`src/rtl/time_split_pkg.sv`:
```
// Shared types and constants for the seconds-to-h:m:s sequencer.
// Day splitting is enabled with TIME_SPLIT_DAYS_EN.
package time_split_pkg;

  typedef enum logic [2:0] {
    IDLE,
    ISSUE_S,
    WAIT_S,
    ISSUE_M,
    WAIT_M,
`ifdef TIME_SPLIT_DAYS_EN
    ISSUE_H,
    WAIT_H,
`endif
    FINISH
  } state_e;

  localparam int SECS_PER_MIN   = 60;
  localparam int MINS_PER_HOUR  = 60;
  localparam int HOURS_PER_DAY  = 24;
  localparam int TIMEOUT_MARGIN = 4;

endpackage

```
`src/rtl/time_split.sv`:
```
// Splits elapsed seconds into h:m:s through an external iterative divider.
// Define TIME_SPLIT_DAYS_EN to add a days output and a third division.
module time_split
  import time_split_pkg::*;
#(
  parameter int WIDTH   = 17,
  parameter int TIMEOUT = WIDTH + TIMEOUT_MARGIN
) (
  input  logic             clk,
  input  logic             rst,
  input  logic             start,
  input  logic [WIDTH-1:0] total_secs,
  output logic             busy,
  output logic             done,
  output logic             valid,
  output logic             err,
  output logic [5:0]       secs,
  output logic [5:0]       mins,
`ifdef TIME_SPLIT_DAYS_EN
  output logic [WIDTH-1:0] days,
`endif
  output logic [WIDTH-1:0] hours,
  output logic             div_enable,
  output logic [WIDTH-1:0] div_a,
  output logic [WIDTH-1:0] div_b,
  input  logic             div_done,
  input  logic             div_valid,
  input  logic             div_dbz,
  input  logic [WIDTH-1:0] div_quotient,
  input  logic [WIDTH-1:0] div_rem
);

  localparam int WDW = $clog2(TIMEOUT + 1);

  state_e           state_q, state_d;
  logic             busy_q, busy_d;
  logic             done_q, done_d;
  logic             valid_q, valid_d;
  logic             err_q, err_d;
  logic [5:0]       secs_q, secs_d;
  logic [5:0]       mins_q, mins_d;
  logic [WIDTH-1:0] hours_q, hours_d;
  logic [WIDTH-1:0] days_q, days_d;
  logic             en_q, en_d;
  logic [WIDTH-1:0] a_q, a_d;
  logic [WIDTH-1:0] b_q, b_d;
  logic [WDW-1:0]   wd_q, wd_d;

  logic ok;
  logic wait_st;
  logic fail;
  logic fin;

  assign ok = div_valid & ~div_dbz;

  always_comb begin
    state_d = state_q;
    busy_d  = busy_q;
    done_d  = 1'b0;
    valid_d = valid_q;
    err_d   = err_q;
    secs_d  = secs_q;
    mins_d  = mins_q;
    hours_d = hours_q;
    days_d  = days_q;
    en_d    = 1'b0;
    a_d     = a_q;
    b_d     = b_q;
    wd_d    = wd_q;
    wait_st = 1'b0;
    fail    = 1'b0;
    fin     = 1'b0;
    unique case (state_q)
      IDLE, FINISH: begin
        state_d = IDLE;
        if (start) begin
          state_d = ISSUE_S;
          busy_d  = 1'b1;
          valid_d = 1'b0;
          err_d   = 1'b0;
          en_d    = 1'b1;
          a_d     = total_secs;
          b_d     = WIDTH'(SECS_PER_MIN);
        end
      end
      ISSUE_S: begin
        state_d = WAIT_S;
        wd_d    = '0;
      end
      WAIT_S: begin
        wait_st = 1'b1;
        if (div_done && ok) begin
          secs_d  = div_rem[5:0];
          state_d = ISSUE_M;
          en_d    = 1'b1;
          a_d     = div_quotient;
          b_d     = WIDTH'(MINS_PER_HOUR);
        end
      end
      ISSUE_M: begin
        state_d = WAIT_M;
        wd_d    = '0;
      end
      WAIT_M: begin
        wait_st = 1'b1;
        if (div_done && ok) begin
          mins_d = div_rem[5:0];
`ifdef TIME_SPLIT_DAYS_EN
          state_d = ISSUE_H;
          en_d    = 1'b1;
          a_d     = div_quotient;
          b_d     = WIDTH'(HOURS_PER_DAY);
`else
          hours_d = div_quotient;
          fin     = 1'b1;
`endif
        end
      end
`ifdef TIME_SPLIT_DAYS_EN
      ISSUE_H: begin
        state_d = WAIT_H;
        wd_d    = '0;
      end
      WAIT_H: begin
        wait_st = 1'b1;
        if (div_done && ok) begin
          hours_d = div_rem;
          days_d  = div_quotient;
          fin     = 1'b1;
        end
      end
`endif
      default: state_d = IDLE;
    endcase
    // A done pulse wins over a watchdog expiry in the same cycle
    if (wait_st) begin
      if (div_done) fail = ~ok;
      else if (wd_q == WDW'(TIMEOUT)) fail = 1'b1;
      else wd_d = wd_q + 1'b1;
    end
    if (fail || fin) begin
      state_d = FINISH;
      done_d  = 1'b1;
      busy_d  = 1'b0;
      valid_d = fin;
      err_d   = fail;
    end
  end

  always_ff @(posedge clk or posedge rst) begin
    if (rst) begin
      state_q <= IDLE;
      busy_q  <= 1'b0;
      done_q  <= 1'b0;
      valid_q <= 1'b0;
      err_q   <= 1'b0;
      secs_q  <= '0;
      mins_q  <= '0;
      hours_q <= '0;
      days_q  <= '0;
      en_q    <= 1'b0;
      a_q     <= '0;
      b_q     <= '0;
      wd_q    <= '0;
    end else begin
      state_q <= state_d;
      busy_q  <= busy_d;
      done_q  <= done_d;
      valid_q <= valid_d;
      err_q   <= err_d;
      secs_q  <= secs_d;
      mins_q  <= mins_d;
      hours_q <= hours_d;
      days_q  <= days_d;
      en_q    <= en_d;
      a_q     <= a_d;
      b_q     <= b_d;
      wd_q    <= wd_d;
    end
  end

  assign busy       = busy_q;
  assign done       = done_q;
  assign valid      = valid_q;
  assign err        = err_q;
  assign secs       = secs_q;
  assign mins       = mins_q;
  assign hours      = hours_q;
  assign div_enable = en_q;
  assign div_a      = a_q;
  assign div_b      = b_q;

`ifdef TIME_SPLIT_DAYS_EN
  assign days = days_q;
`else
  logic unused_sigs;
  assign unused_sigs = ^{div_rem[WIDTH-1:6], days_q};
`endif

endmodule

```
`config.mk`:
```
export PLATFORM = sky130hd
export DESIGN_NAME = time_split
export DESIGN_NICKNAME = d
export VERILOG_FILES = /design/src/rtl/time_split_pkg.sv /design/src/rtl/time_split.sv
export SDC_FILE = /design/constraint.sdc
export NUM_CORES = 1
export LEC_CHECK = 0
export CAP_MARGIN = 20
export CORE_UTILIZATION = 45
export DETAILED_ROUTE_END_ITERATION = 12
export MAX_ROUTING_LAYER = met4
export PLACE_DENSITY = 0.84
export SLEW_MARGIN = 20
export SYNTH_ARGS = -nofsm -noshare
export SYNTH_HDL_FRONTEND = slang
export SYNTH_SLANG_ARGS = --single-unit
```
`constraint.sdc`:
```
create_clock -name clk -period 5.11 [get_ports clk]
set_input_delay 0.511 -clock clk [delete_from_list [all_inputs] [get_ports clk]]
set_output_delay 0.511 -clock clk [all_outputs]
set_load 0.01 [all_outputs]
```
---- Word level (Yosys, flattened, before mapping) ----
Index checks and enable logic that the tools add are counted.
word-level totals
  register bits ........................... 76
  output and inout bits ................... 68
operators by class
  add/subtract/negate cells ............... 1
  equality and inequality tests ........... 10
  mux-type cells .......................... 30
  bitwise operators ....................... 3
  reduce and logical (&&, ||, !) cells .... 14
operators with widths
  operator                                                               number
  17-bit 2-to-1 mux                                                      4
  17-bit case mux with 2 select lines                                    2
  5-bit 2-to-1 mux                                                       4
  1-bit 2-to-1 mux                                                       16
  3-bit case mux with 5 select lines                                     1
  2-bit AND reduction                                                    4
  3-bit by 2-bit equality test with 1-bit output, second input constant  2
  3-bit equality test, second input constant                             2
  3-bit 2-to-1 mux                                                       2
  2-bit inequality test, second input constant                           3
  2-bit nonzero test                                                     3
  2-bit OR reduction                                                     3
  5-bit by 1-bit adder with 5-bit output, second input constant          1
  5-bit equality test, second input constant                             1
  3-bit by 1-bit equality test with 1-bit output, second input constant  1
  3-bit zero test                                                        1
  3-bit inequality test, second input constant                           1
  3-bit AND reduction                                                    1
  1-bit inverter                                                         2
  1-bit case mux with 2 select lines                                     1
  1-bit bitwise AND                                                      1
  1-bit logical AND                                                      1
  1-bit logical OR                                                       1

---- Depth between registers and ports, before layout ----
  word-level depth ........................ 8
  gate-level depth with buffers ........... 6
  depth with buffers taken out ............ 6

---- Least setup slack after synthesis ----
No wires, ideal clock.
  path type ............................... reg-to-reg
  from .................................... register wd_q[1]
  to ...................................... register valid_q, in the netlist valid
  data arrival time ....................... 1.515 ns
  setup slack ............................. 3.474 ns
  cell stages (with the launch flop) ...... 7
  path buffers ............................ 0
  period minus slack after synthesis ...... 1.636 ns
  cell sequence ........................... dfrtp_1 -> inv_1 -> ha_1 -> nand4b_2 -> nor2b_1 -> or3_4 -> a32o_1
between the ends
  word-level cells in the longest chain between the ends .. 7
ends and longest elaborated chain
  item                                  RTL line           RTL
  from (decl)                           time_split.sv:47   logic [WDW-1:0] wd_q, wd_d;
  from (signal assigned)                time_split.sv:178  wd_q <= wd_d;
  5-bit equality test *                 time_split.sv:138  else if (wd_q == WDW'(TIMEOUT)) fail = 1'b1;
  1-bit 2-to-1 mux *                    time_split.sv:138
  1-bit 2-to-1 mux *                    time_split.sv:137  if (div_done) fail = ~ok;
  1-bit 2-to-1 mux *                    time_split.sv:136  if (wait_st) begin
  1-bit logical OR *                    time_split.sv:141  if (fail || fin) begin
  2-bit nonzero test (no source line)   --
  2-bit AND reduction (no source line)  --
  to (signal assigned)                  time_split.sv:169  valid_q <= valid_d;
  to (decl)                             time_split.sv:38   logic valid_q, valid_d;
Mark *: on every way between the ends. The rest lies on a longest branch, timed or not.
A chain may end at the register's enable or synchronous reset.

---- Worst setup path after layout ----
  from .................................... input div_done
  to ...................................... register hours_q[16], in the netlist hours[16]
between the ends
  word-level cells in the longest chain between the ends .. 2
ends and longest elaborated chain
  item                                  RTL line           RTL
  from (decl)                           time_split.sv:26   input logic div_done,
  1-bit logical AND                     time_split.sv:106  if (div_done && ok) begin
  2-bit AND reduction (no source line)  --
  to (signal assigned)                  time_split.sv:173  hours_q <= hours_d;
  to (decl)                             time_split.sv:42   logic [WIDTH-1:0] hours_q, hours_d;
No other way between the ends.

==> run metrics <==
status=complete, no violations; CTS Buf Count=9; post-synthesis mux area share=18.8%; mean post-synth cell area=12.3 sq um; Cell Chain, Critical Path=clkdlybuf4s50_1 -> nand3b_1 -> nor2_1 -> nand2_1 -> buf_8 -> mux2_1; fill cell count=446; Final Skew=7.90 ps; drt via density=5.04; layout cell share with drive strength beyond 1=7.29%; Clock Latency Late Sink=330 ps; largest family of logic cells by synthesized area=multiplexers; CP max stage cell=clkdlybuf4s50_1; top cell type's share of synthesized area=54.7%; setup repair after global routing missed its margin=no; Final Hold Fails=0; Post-synth EDFFs=0; Area Growth Syn to Fin=42.3%; CTS Sinks=60; # H-tree levels=3; number of global-route vias before repair=2019; Die Ht=80.1 microns; number of I/O port buffers=100; power after layout=0.00202 W; hold_buf cts=0; RD Place Congestion=0.775; area share of fa/ha/maj cells after synthesis=0.912%; crit path DAT=2460 ps; final worst path period share=44.0%; Worst-path clk slew=70 ps; Nets=383; Post-Synthesis Cells=223; Setup crit start kind=input port; Die Area=0.00641 sq mm; Slew @ Worst Pin=911 ps; DR WL/cell=15.1 microns; Post-DP HPWL=4.49 mm; critical path type=in -> reg; drt total wl=6.09 mm; aggregate negative setup slack=0 ps; clock root buffer=clkbuf_8; fmax=0.444 GHz; first-pass GRT wire length=9.82 mm; Hold WC Path Type=reg -> reg; num ports=125; Final ANT Viol Nets=0; XOR/XNOR Fraction of Synth Area=0.319%; Slew HR=39.3%; Detailed Route Iter0 Violations=134; Power Dens Cells=517 mW/mm^2; largest net degree at the start of global routing=61; width of the die=80.1 microns; drt first pass iters=4; WP data required=5320 ps; Starting Density=46.6%; Tot GR Track Use=21.3%; Post-synth top cells=dfrtp_1, mux2_1, a21oi_1, nor2_1, mux2i_1; WHS Path Cells=1; multi-input logic area=0.00110 sq mm; leak pwr=1.73 nW; Async SR Flop Fraction=100%; Simple-Gate Fraction of Synth Area=10.1%; crit end category=register; antenna cells=0; CP Max Fanout=12; R2R setup slack=3140 ps; CTS tree=done; CORE AREA=0.00589 sq mm; #FFs+latches synth=60; register area=0.00150 sq mm; VDD IR max=0.298 mV; crit-path max cell delay=540 ps; DR vias=2035; cell depth of the worst flop-to-flop path=4; Compound-Gate Fraction of Synth Area=8.07%; number of buffers inserted by post-CTS setup repair=0; yosys warns=0; Seq/Total Area, Yosys=54.7%; row count=28; worst hold slack=491 ps; CTS resizes=0; cell accounting for the most synthesized area=dfrtp_1; synth unique cells=40; global route overflow=0; final worst path period need=2250 ps; DRC Markers=0; main flop type after synthesis=dfrtp_1; # Max-Cap Violations=0; Max Slew Vio Count=0; Synth area leaders=dfrtp_1, mux2_1, mux2i_1; Mapped Area=0.00274 sq mm; Max Root-Sink Buffers=2; most common cell in the synthesized netlist=dfrtp_1; Final setup viols=0; initial antenna violation count=0
[cell families after synthesis]
kind of cell,count (synthesis)
xor+xnor,1
mux,48
buf+inv,29
other cells,1
flops,60
simple gates,48
compound gates,34
fa+ha+maj,2
[power by group]
part	total [W]	internal, W	leakage [nW]	switching, W
registers	0.000778	0.000661	0.740	0.000117
logic	0.000878	0.000487	0.898	0.000391
clock network	0.000364	0.000186	0.0889	0.000178
[worst paths after layout]
| kind | endpoint | startpoint |
|---|---|---|
| max in group asynchronous | div_a[0]$_DFFE_PP0P_ | rst |
| min | hours[2]$_DFFE_PP0P_ | hours[2]$_DFFE_PP0P_ |
| max reg2reg | hours[16]$_DFFE_PP0P_ | state_q[0]$_DFFE_PP0P_ |
| min in group asynchronous | hours[11]$_DFFE_PP0P_ | rst |
| max | hours[16]$_DFFE_PP0P_ | div_done |
| min reg2reg | hours[2]$_DFFE_PP0P_ | hours[2]$_DFFE_PP0P_ |
[worst max-delay path, delay by kind of cell]
family / cells / cell delay [ps]
buffers and inverters: 2 / 860
multiplexers: 1 / 320
AND/OR/NAND/NOR: 3 / 770
[per-stage QoR]
| stage | setup slack, ps | area, sq um | utilization (%) | instances |
|---|---|---|---|---|
| after global placement | 2260 | 3720 | 63.2 | 387 |
| after floorplan | 3110 | 2790 | - | 235 |
| after CTS | 2860 | 3900 | 66.3 | 404 |
| after detailed placement | 2500 | 3730 | 63.5 | 388 |
| after global routing | 2730 | 3900 | 66.3 | 404 |
| final | 2860 | 3900 | 66.3 | 404 |
[placed cells by master, fill, tap and decap left out, drive strengths merged, types with 2 or more instances in the layout]
cell type        n
a21boi           2
a21oi           20
and2b            2
buf              2
clkbuf          11
clkdlybuf4s50  100
clkinv           4
conb            13
dfrtp           60
ha               2
inv              5
mux2            29
mux2i           19
nand2            5
nand2b           5
nand3            3
nor2            21
o21ai            3
o22ai            2
or2              2
or3              2
[routing by layer]
metal  part of all wire [%]  vias up  GRT usage (%)  wire length (microns)
met5                      0        -              -                      0
met4                    2.9        0           10.9                    178
met1                     41      987           24.2                   2500
li1                       -      954              -                      -
met3                    5.9       16           4.89                    358
met2                     50       78           35.5                   3050
[sequential cells by signal, indices dropped and copies added (netlist names)]
register,flops
div_enable,1
mins,6
secs,6
hours,17
done,1
wd_q,5
div_a,17
div_b,1
state_q,3
busy,1
err,1
valid,1
[layout make-up]
class / instances / area share [%]
clock buffer: 11 / 3.62
clock inverter: 5 / 0.705
inverter: 5 / 0.481
multi-input combinational: 146 / 28.1
sequential: 60 / 38.5
tap: 75 / 2.40
timing repair buffer: 102 / 26.2
Power figures use the tool's default switching activity.
==> edit: new RTL, config.mk and constraints unchanged <==
The parameter `WIDTH` goes from 17 to 15.
--- a/src/rtl/time_split.sv
+++ b/src/rtl/time_split.sv
@@ -4,5 +4,5 @@
   import time_split_pkg::*;
 #(
-  parameter int WIDTH   = 17,
+  parameter int WIDTH   = 15,
   parameter int TIMEOUT = WIDTH + TIMEOUT_MARGIN
 ) (
Interface: changed (6 resized); port bits go from 125 to 113. No check against the original RTL was run, so the function may have changed too.
==> edit against the original RTL <==
Sequential share of layout area down 0.56 points; non-clock buffer count down 8; final area down 5.3%; sequential cell count down 4; maximum frequency down 20%; total power up 0.82%; area after synthesis down 0.50%; via count about the same; wire length down 3.8%; synthesized cell count up 3.1%; worst setup slack worse by 0.56 ns; global-route usage down 2.0 points; core utilization down 3.5 points; critical endpoint is now div_a[1]; largest cell class unchanged; largest power group unchanged.
==> edit: results (changes against the original RTL) <==
Run status
  – Outcome: completed (unchanged)

Final layout
  – # fillers: 487 (was 446)
  – Fraction of layout instances using a drive strength above 1: 18.99% (was 7.295%)
  – Antenna Diode Count: 0 (unchanged)
  – Final-stage net count: 367 (was 383)

Global routing
  – Pin count of the biggest net entering global routing: 57 (was 61)
  – Global-route total usage across every layer: 19.30% (was 21.35%)
  – Initial antenna violation count: 0 (unchanged)
  – Global-route wire length before repair: 9239 µm (was 9818 µm)

Worst hold path
  – Tightest Hold Check Type: flip-flop to flip-flop (unchanged)
  – Origin of the worst min-delay path: mins[2] (was hours[2])

Drt
  – Number of DRC markers after the initial detailed-route iteration: 97 (was 134)
  – Length of the first detailed-routing pass in iterations: 4 (unchanged)
  – Avg Vias per Cell: 5.199 (was 5.037)
  – Per-cell routed wire length: 14.98 µm (was 15.07 µm)

Yosys
  – Main area contributors after synthesis: sky130_fd_sc_hd__dfrtp_1 51%, sky130_fd_sc_hd__mux2_2 10%, sky130_fd_sc_hd__mux2i_1 5.5% (was sky130_fd_sc_hd__dfrtp_1 55%, sky130_fd_sc_hd__mux2_1 12%, sky130_fd_sc_hd__mux2i_1 6.9%)
  – Number of warning messages in the yosys log: 0 (unchanged)
  – Ranking of synthesized cells by instance count: 56 x sky130_fd_sc_hd__dfrtp_1, 25 x sky130_fd_sc_hd__mux2_2, 19 x sky130_fd_sc_hd__nor2_1 (was 60 x sky130_fd_sc_hd__dfrtp_1, 29 x sky130_fd_sc_hd__mux2_1, 20 x sky130_fd_sc_hd__a21oi_1, 20 x sky130_fd_sc_hd__nor2_1, 19 x sky130_fd_sc_hd__mux2i_1)
  – Share of flip-flops with an asynchronous set or reset after synthesis: 100.0% (unchanged)
  – Portion of synthesized cell area occupied by the leading cell type: 51.33% (was 54.72%)
  – Register area share after synthesis: 51.33% (was 54.72%)
  – Unique cell type count in the Yosys netlist: 46 (was 40)

Setup path
  – Worst stage delay on the critical path: 0.96 ns (was 0.54 ns)
  – Critical path fanouts, max: 32 (was 12)
  – Crit path arrival time: 3.04 ns (was 2.46 ns)
  – Cell with the largest stage delay on the worst path: sky130_fd_sc_hd__o22ai_4 (was sky130_fd_sc_hd__clkdlybuf4s50_1)
  – Startpoint of the worst setup timing path: state_q[2] (was div_done)

Timing
  – Layout Skew: 0.008527 ns (was 0.007902 ns)
  – Transition time at the pin with the least slew margin: 1.048 ns (was 0.9105 ns)

CTS
  – Htree depth: 2 (was 3)
  – Clock Latency Late Sink: 0.31 ns (was 0.33 ns)
  – Clock-pin slew reported for the worst setup and hold paths after clock tree synthesis: 0.11 ns (was 0.07 ns)
  – Number of buffers inserted during clock tree synthesis: 5 (was 9)
  – Root cell of the clock tree: sky130_fd_sc_hd__clkbuf_8 (unchanged)
  – Post-CTS resize count: 0 (unchanged)

Place
  – Number of buffers added on ports: 92 (was 100)
  – DP HPWL: 4162 µm (was 4489 µm)
  – Routability cong.: 0.8455 (was 0.7753)

Power and ir drop
  – Leakage Power: 1.606 nW (was 1.727 nW)
  – Worst VDD drop: 0.0003376 V (was 0.0002978 V)
-- edit: cell types whose count changed in the layout (fill, tap and decap cells not counted), sizes merged, moves of 3 or more --
cell,delta
clkdlybuf4s50,-8
o22ai,+3
and3,+3
clkinv,-3
mux2i,-4
clkbuf,-6
dfrtp,-4
inv,+3
-- edit: path summary, 6_finish.rpt --
kind                                 end  slack (ns)  cells after the start
worst max-delay path            div_a[1]        2.30                      4
worst min-delay path             mins[2]        0.51                      1
worst max register to register  div_a[1]        2.30                      4
worst min register to register   mins[2]        0.51                      1
max in group asynchronous       hours[7]        3.95                      3
min in group asynchronous       hours[9]        0.71                      3
-- edit: logic make-up (layout without fill, tap and decap cells) --
family	count (synthesis)	after routing	share of synthesized area (%)
multiplexers	42	42	16.64
other	1	11	0.1374
AND/OR/NAND/NOR	55	55	11.09
flip-flops	56	56	51.33
adder cells (fa/ha/maj)	1	1	0.4582
AO/OA/AOI/OAI	41	41	11.73
buffers and inverters	32	108	7.974
XOR/XNOR	2	2	0.6417
-- edit: routing by layer --
layer  vias up  part of all wire (%)  global-route usage (%)  wire length (µm)
met4         0                  0.61                   4.643                36
met5         -                     0                       -                 0
met3         4                   5.4                   4.000               319
met1       999                    45                   24.63              2624
li1        961                     -                       -                 -
met2        69                    49                   31.54              2877
-- edit: stage by stage --
| step | instance area (µm²) | std cells | power [mW] | setup slack (ns) |
|---|---|---|---|---|
| 2_1_floorplan | 2768 | 240 | 1.355 | 3.228 |
| 3_3_place_gp | 3602 | 383 | 1.761 | 2.288 |
| 3_5_place_dp | 3602 | 383 | 1.797 | 2.254 |
| 4_1_cts | 3697 | 391 | 2.055 | 2.254 |
| 5_1_grt | 3697 | 391 | 2.169 | 2.060 |
| 6_report | 3697 | 391 | 2.036 | 2.303 |
-- edit: final cells by class --
type	count	area, µm²	area share (%)
Multi-Input combinational cell	152	1149	31.07
Sequential cell	56	1401	37.90
Timing Repair Buffer	94	935.9	25.31
Inverter	6	22.52	0.6091
Clock buffer	5	68.82	1.861
Tap cell	75	93.84	2.538
Clock inverter	3	26.28	0.7107
-- edit: worst max-delay path, delay by kind of cell, from the launching register on --
kind               cells  cell delay, ns
AOI/OAI and AO/OA      2            1.12
and+or+nand+nor        2            1.02
DFF                    1            0.60
-- edit: power by group --
group / switching (mW) / leakage, nW / internal [mW] / total, mW
clock network: 0.152 / 0.0491 / 0.101 / 0.253
logic: 0.434 / 0.876 / 0.560 / 0.995
registers: 0.149 / 0.681 / 0.639 / 0.788
total: 0.735 / 1.61 / 1.30 / 2.04
